### src/rtl/display_pkg.sv
// Shared types and helpers for the dual-source display switch.
// Holds the FSM encoding, RGB565 expansion and default sync polarity.
package display_pkg;

  typedef enum logic [1:0] {
    ST_IDLE  = 2'd0,
    ST_PEND  = 2'd1,
    ST_BLANK = 2'd2
  } state_e;

  localparam logic VS_ACTIVE_DEF = 1'b0;

  function automatic logic [23:0] rgb565_to_888(input logic [15:0] d);
    return {d[15:11], 3'b000, d[10:5], 2'b00, d[4:0], 3'b000};
  endfunction

endpackage

### src/rtl/key_debounce.sv
// Push-button synchroniser and debouncer.
// Emits a one-cycle pulse when the accepted level goes from released to pressed.
module key_debounce #(
  parameter int unsigned DEB_CNT = 500000
) (
  input  logic clk,
  input  logic rst,
  input  logic key_n_i,
  output logic press_o
);

  localparam int unsigned CW = (DEB_CNT > 1) ? $clog2(DEB_CNT) : 1;
  localparam logic [CW-1:0] LAST = CW'(DEB_CNT - 1);

  logic          sync1_q, sync2_q;
  logic          level_q, level_d;
  logic [CW-1:0] cnt_q, cnt_d;
  logic          press_q, press_d;

  // A level is accepted only after DEB_CNT consecutive differing samples.
  always_comb begin
    level_d = level_q;
    cnt_d   = '0;
    press_d = 1'b0;
    if (sync2_q != level_q) begin
      if (cnt_q == LAST) begin
        level_d = sync2_q;
        press_d = level_q;
      end else begin
        cnt_d = cnt_q + 1'b1;
      end
    end
  end

  always_ff @(posedge clk) begin
    if (rst) begin
      sync1_q <= 1'b1;
      sync2_q <= 1'b1;
      level_q <= 1'b1;
      cnt_q   <= '0;
      press_q <= 1'b0;
    end else begin
      sync1_q <= key_n_i;
      sync2_q <= sync1_q;
      level_q <= level_d;
      cnt_q   <= cnt_d;
      press_q <= press_d;
    end
  end

  assign press_o = press_q;

endmodule

### src/rtl/display_switch_ctrl.sv
// Two-input video source switch with frame-aligned switching
// and optional black frames after each switch.
module display_switch_ctrl
  import display_pkg::*;
#(
  parameter int unsigned DEB_CNT      = 500000,
  parameter int unsigned BLANK_FRAMES = 1,
  parameter logic        VS_ACTIVE    = VS_ACTIVE_DEF
) (
  input  logic        clk,
  input  logic        rst,
  input  logic        key_n,
  input  logic        in1_hs,
  input  logic        in1_vs,
  input  logic        in1_de,
  input  logic [15:0] in1_data,
  input  logic        in2_hs,
  input  logic        in2_vs,
  input  logic        in2_de,
  input  logic [15:0] in2_data,
  output logic        out_hs,
  output logic        out_vs,
  output logic        out_de,
  output logic [23:0] out_data,
  output logic        sel,
  output logic        busy
);

  localparam logic [2:0] BF3 = 3'(BLANK_FRAMES);

  logic        press;
  state_e      state_q, state_d;
  logic        sel_q, sel_d;
  logic        busy_q;
  logic        vs_hist_q, vs_hist_d;
  logic [1:0]  blank_cnt_q, blank_cnt_d;
  logic        cur_vs, alt_vs, frame_start, last_blank;
  logic        cur_hs, cur_de;
  logic [15:0] cur_pix;
  logic        hs_q, vs_q, de_q;
  logic [23:0] data_q;

  key_debounce #(
    .DEB_CNT(DEB_CNT)
  ) u_key (
    .clk    (clk),
    .rst    (rst),
    .key_n_i(key_n),
    .press_o(press)
  );

  always_comb begin
    cur_vs  = sel_q ? in2_vs : in1_vs;
    alt_vs  = sel_q ? in1_vs : in2_vs;
    cur_hs  = sel_q ? in2_hs : in1_hs;
    cur_de  = sel_q ? in2_de : in1_de;
    cur_pix = sel_q ? in2_data : in1_data;
  end

  assign frame_start = (cur_vs == VS_ACTIVE) && (vs_hist_q != VS_ACTIVE);
  assign last_blank  = ({1'b0, blank_cnt_q} + 3'd1) == BF3;

  always_comb begin
    state_d     = state_q;
    sel_d       = sel_q;
    blank_cnt_d = blank_cnt_q;
    vs_hist_d   = cur_vs;
    unique case (state_q)
      ST_IDLE: begin
        if (press) state_d = ST_PEND;
      end
      ST_PEND: begin
        if (frame_start) begin
          sel_d       = ~sel_q;
          // Start edge detection on the new source from its current level.
          vs_hist_d   = alt_vs;
          blank_cnt_d = '0;
          state_d     = (BLANK_FRAMES == 0) ? ST_IDLE : ST_BLANK;
        end
      end
      ST_BLANK: begin
        if (frame_start) begin
          if (last_blank) state_d = ST_IDLE;
          else blank_cnt_d = blank_cnt_q + 2'd1;
        end
      end
      default: state_d = ST_IDLE;
    endcase
  end

  always_ff @(posedge clk) begin
    if (rst) begin
      state_q     <= ST_IDLE;
      sel_q       <= 1'b0;
      busy_q      <= 1'b0;
      vs_hist_q   <= ~VS_ACTIVE;
      blank_cnt_q <= '0;
      hs_q        <= 1'b0;
      vs_q        <= ~VS_ACTIVE;
      de_q        <= 1'b0;
      data_q      <= '0;
    end else begin
      state_q     <= state_d;
      sel_q       <= sel_d;
      busy_q      <= (state_d != ST_IDLE);
      vs_hist_q   <= vs_hist_d;
      blank_cnt_q <= blank_cnt_d;
      hs_q        <= cur_hs;
      vs_q        <= cur_vs;
      de_q        <= cur_de;
      data_q      <= (state_d == ST_BLANK) ? 24'h000000
                                           : rgb565_to_888(cur_pix);
    end
  end

  assign out_hs   = hs_q;
  assign out_vs   = vs_q;
  assign out_de   = de_q;
  assign out_data = data_q;
  assign sel      = sel_q;
  assign busy     = busy_q;

endmodule
### config.mk
export PLATFORM = sky130hd
export DESIGN_NAME = display_switch_ctrl
export DESIGN_NICKNAME = d
export VERILOG_FILES = /design/src/rtl/display_pkg.sv /design/src/rtl/key_debounce.sv /design/src/rtl/display_switch_ctrl.sv
export SDC_FILE = /design/constraint.sdc
export NUM_CORES = 1
export LEC_CHECK = 0
export BUFFER_PORTS_ARGS = -buffer_cell sky130_fd_sc_hd__buf_2
export CORE_MARGIN = 5
export CORE_UTILIZATION = 30
export DETAILED_ROUTE_END_ITERATION = 8
export GPL_TIMING_DRIVEN = 0
export MAX_ROUTING_LAYER = met4
export PLACE_DENSITY = 0.53
export REMOVE_ABC_BUFFERS = 1
export SLEW_MARGIN = 20
export SYNTH_ARGS = -nofsm -noshare
export SYNTH_HDL_FRONTEND = slang
export SYNTH_SLANG_ARGS = --single-unit
### constraint.sdc
create_clock -name clk -period 1.5 [get_ports clk]
set_input_delay 0.3 -clock clk [delete_from_list [all_inputs] [get_ports clk]]
set_output_delay 0.3 -clock clk [all_outputs]
set_load 0.01 [all_outputs]
==> qor.txt <==
cts hold-fix bufs -> 0
area grow syn2layout -> 31.3%
Max VDD drop -> 318 µV
layout cells sized above 1 -> 38.7%
Avg Cell Area, Syn -> 9.54 µm²
vias -> 1704
max cap viols -> 0
Slew Viols, Final -> 0
post-synthesis async set-or-reset flop share -> 0%
outcome -> finished, violations left
CTS H-tree lvls -> 2
# diodes -> 0
sequential share of the synthesized area -> 48.1%
Antenna Violating Nets Remaining -> 0
Synth Register Bits -> 49
Synth Flop Type -> dfxtp_1
RSZ-0062 raised after global routing -> yes
failing checks -> setup timing
Max Freq -> 636 MHz
Yosys top cell by area -> dfxtp_1
crit path time final -> 1.57 ns
initial core utilization -> 30.4%
Port-buffer cells -> 61
Setup crit end kind -> flip-flop
HPWL Detailed -> 3080 µm
CTS Buf Count -> 5
overall fraction of global-route tracks in use -> 11.2%
most frequent cell after synthesis -> dfxtp_1
fin crit share -> 105%
static leakage -> 1.07 nW
first-pass GRT wire length -> 7620 µm
WL final -> 4800 µm
area of the multi-input gates -> 1100 µm²
routed vias/inst -> 4.68
PD cells -> 838 nW/µm²
setup ws final -> -0.0728 ns
CP max stage delay -> 0.53 ns
clock slew at reported path FFs -> 0.08 ns
Pre-antenna DRT Iters -> 4
Ys Warns -> 0
CTS tree -> built
Clock Path Buffers -> 2
fillers -> 684
Die Ht -> 92.5 µm
largest net degree at the start of global routing -> 17
worst min-delay path category -> input port to flip-flop
width of the die -> 92.5 µm
DRT iter0 DRCs -> 61
synthesized cell area -> 2040 µm²
Final nets -> 326
die area -> 8550 µm²
CP Class -> flip-flop to flip-flop
sequential cell area -> 996 µm²
I/O pin cnt -> 70
Bufs and invs on worst path -> 1
CTS root buffer -> clkbuf_8
global route overflow -> 0
gpl congestion -> 0.756
Placeable Area -> 6720 µm²
Crit path max-delay family -> simple AND/OR/NAND/NOR gates
final hold violation count -> 0
worst path cell trace -> or4_4 > nor4_4 > buf_6 > a21o_4 > a21oi_1
per-cell routed wire length -> 13.2 µm
num rows -> 30
startpoint types -> flip-flop
worst slack, placed -> -1.25 ns
vias in the first global route -> 1633
Post-synth top cells -> dfxtp_1 (49), nor2_1 (33), mux2i_1 (20)
number of enable flip-flop cells after synthesis -> 0
# DRC -> 0
Syn Inst Count -> 214
CP Max Fanout -> 8
register-to-register setup slack -> -0.07 ns
Worst Skew -> 0.00515 ns
largest cells by area after synthesis -> dfxtp_1 (48%), mux2i_1 (9.8%), nor2_1 (6.1%)
# clock sinks -> 49
clock latency on the worst-skew pair -> 0.29 ns
Data arrival, critical path -> 1.75 ns
synth unique cells -> 40
Fin Hold WS -> 0.192 ns
initial antenna violation count -> 0
Worst EP required -> 1.68 ns
fin area -> 2680 µm²
CP max stage cell -> or4_4
dpl cell area -> 2360 µm²
final setup violating endpoints -> 18
top-area cell type share of the netlist area -> 48.1%
-- worst reg2reg max path: stages, from the launching register on --
cell	delay, ns
dfxtp_4	0.36
or4_4	0.53
nor4_4	0.17
buf_6	0.17
a21o_4	0.18
a21oi_1	0.05
-- through the flow --
| step | utilization (%) | std cells | TNS (ns) | power (W) |
|---|---|---|---|---|
| floorplan | - | 205 | -16.15 | 0.00144 |
| global placement | 35.2 | 346 | -32.69 | 0.00153 |
| detailed placement | 35.2 | 346 | -33.10 | 0.00153 |
| CTS | 38.9 | 363 | -1.63 | 0.00229 |
| global route | 39.9 | 364 | -1.94 | 0.00237 |
| finish | 39.9 | 364 | -0.971 | 0.00225 |
-- state kept, by name (all words and copies together) (netlist names) --
name,flops
blank_cnt_q,2
busy,1
out_data,16
out_de,1
out_hs,1
out_vs,1
sel,1
state_q,2
u_key.cnt_q,19
u_key.level_q,1
u_key.press_o,1
u_key.sync1_q,1
u_key.sync2_q,1
vs_hist_q,1
-- logic make-up after synthesis --
kind of cell / count (synthesis) / synth area share (%)
AO/OA/AOI/OAI: 27 / 8.52
XOR/XNOR: 12 / 5.15
adder cells (fa/ha/maj): 2 / 1.23
buffers and inverters: 25 / 7.05
flip-flops: 49 / 48.1
multiplexers: 20 / 9.81
other: 1 / 0.184
AND/OR/NAND/NOR: 78 / 20.0
-- power by group --
part	leakage (nW)	internal, W	switching, W
registers	0.406	0.00133	0.00000925
clock network	0.0450	0.000324	0.000410
logic	0.623	0.0000818	0.0000930
-- cells in the final DEF (no fill, tap or decap), types with 3 or more instances in the layout --
cell,count
buf_2,61
dfxtp_1,41
nor2_1,28
mux2i_1,19
inv_1,9
nand3_1,9
xor2_1,9
nand2_1,8
conb_1,8
a21oi_1,7
o21ai_0,6
dfxtp_2,6
clkbuf_8,5
buf_4,5
or3_1,4
a21o_4,3
nand4_1,3
nor2_2,3
xnor2_1,3
o31ai_1,3
or4_1,3
-- repair_timing --
item / in CTS / in global routing
cloned: 2 / 1
pin swaps: 8 / 14
resized for setup: 25 / 18
endpoints found under the setup margin: 46 / 25
buffers inserted: 7 / 0
-- final timing paths --
path | startpoint | end | cells after the start
max reg2reg | u_key.cnt_q[7] | u_key.cnt_q[18] | 5
max | u_key.cnt_q[7] | u_key.cnt_q[18] | 5
min reg2reg | u_key.sync1_q | u_key.sync2_q | 1
min | key_n | u_key.sync1_q | 2
-- cell type report --
class / count / share of cell area (%)
Clock inverter: 2 / 0.373
Inverter: 9 / 1.26
Clock buffer: 6 / 2.71
Tap cell: 80 / 3.73
Sequential cell: 49 / 37.2
Multi-Input combinational cell: 150 / 41.1
Timing Repair Buffer: 68 / 13.6
-- per-layer routing --
metal | vias up | wire length (µm) | part of all wire, % | global-route usage, %
li1 | 867 | - | - | -
met1 | 775 | 2240 | 47 | 13.7
met2 | 60 | 2140 | 45 | 18.2
met3 | 2 | 403 | 8.4 | 3.33
met4 | 0 | 25 | 0.52 | 2.97
met5 | - | 0 | 0 | -
(Power assumes the default switching activity.)
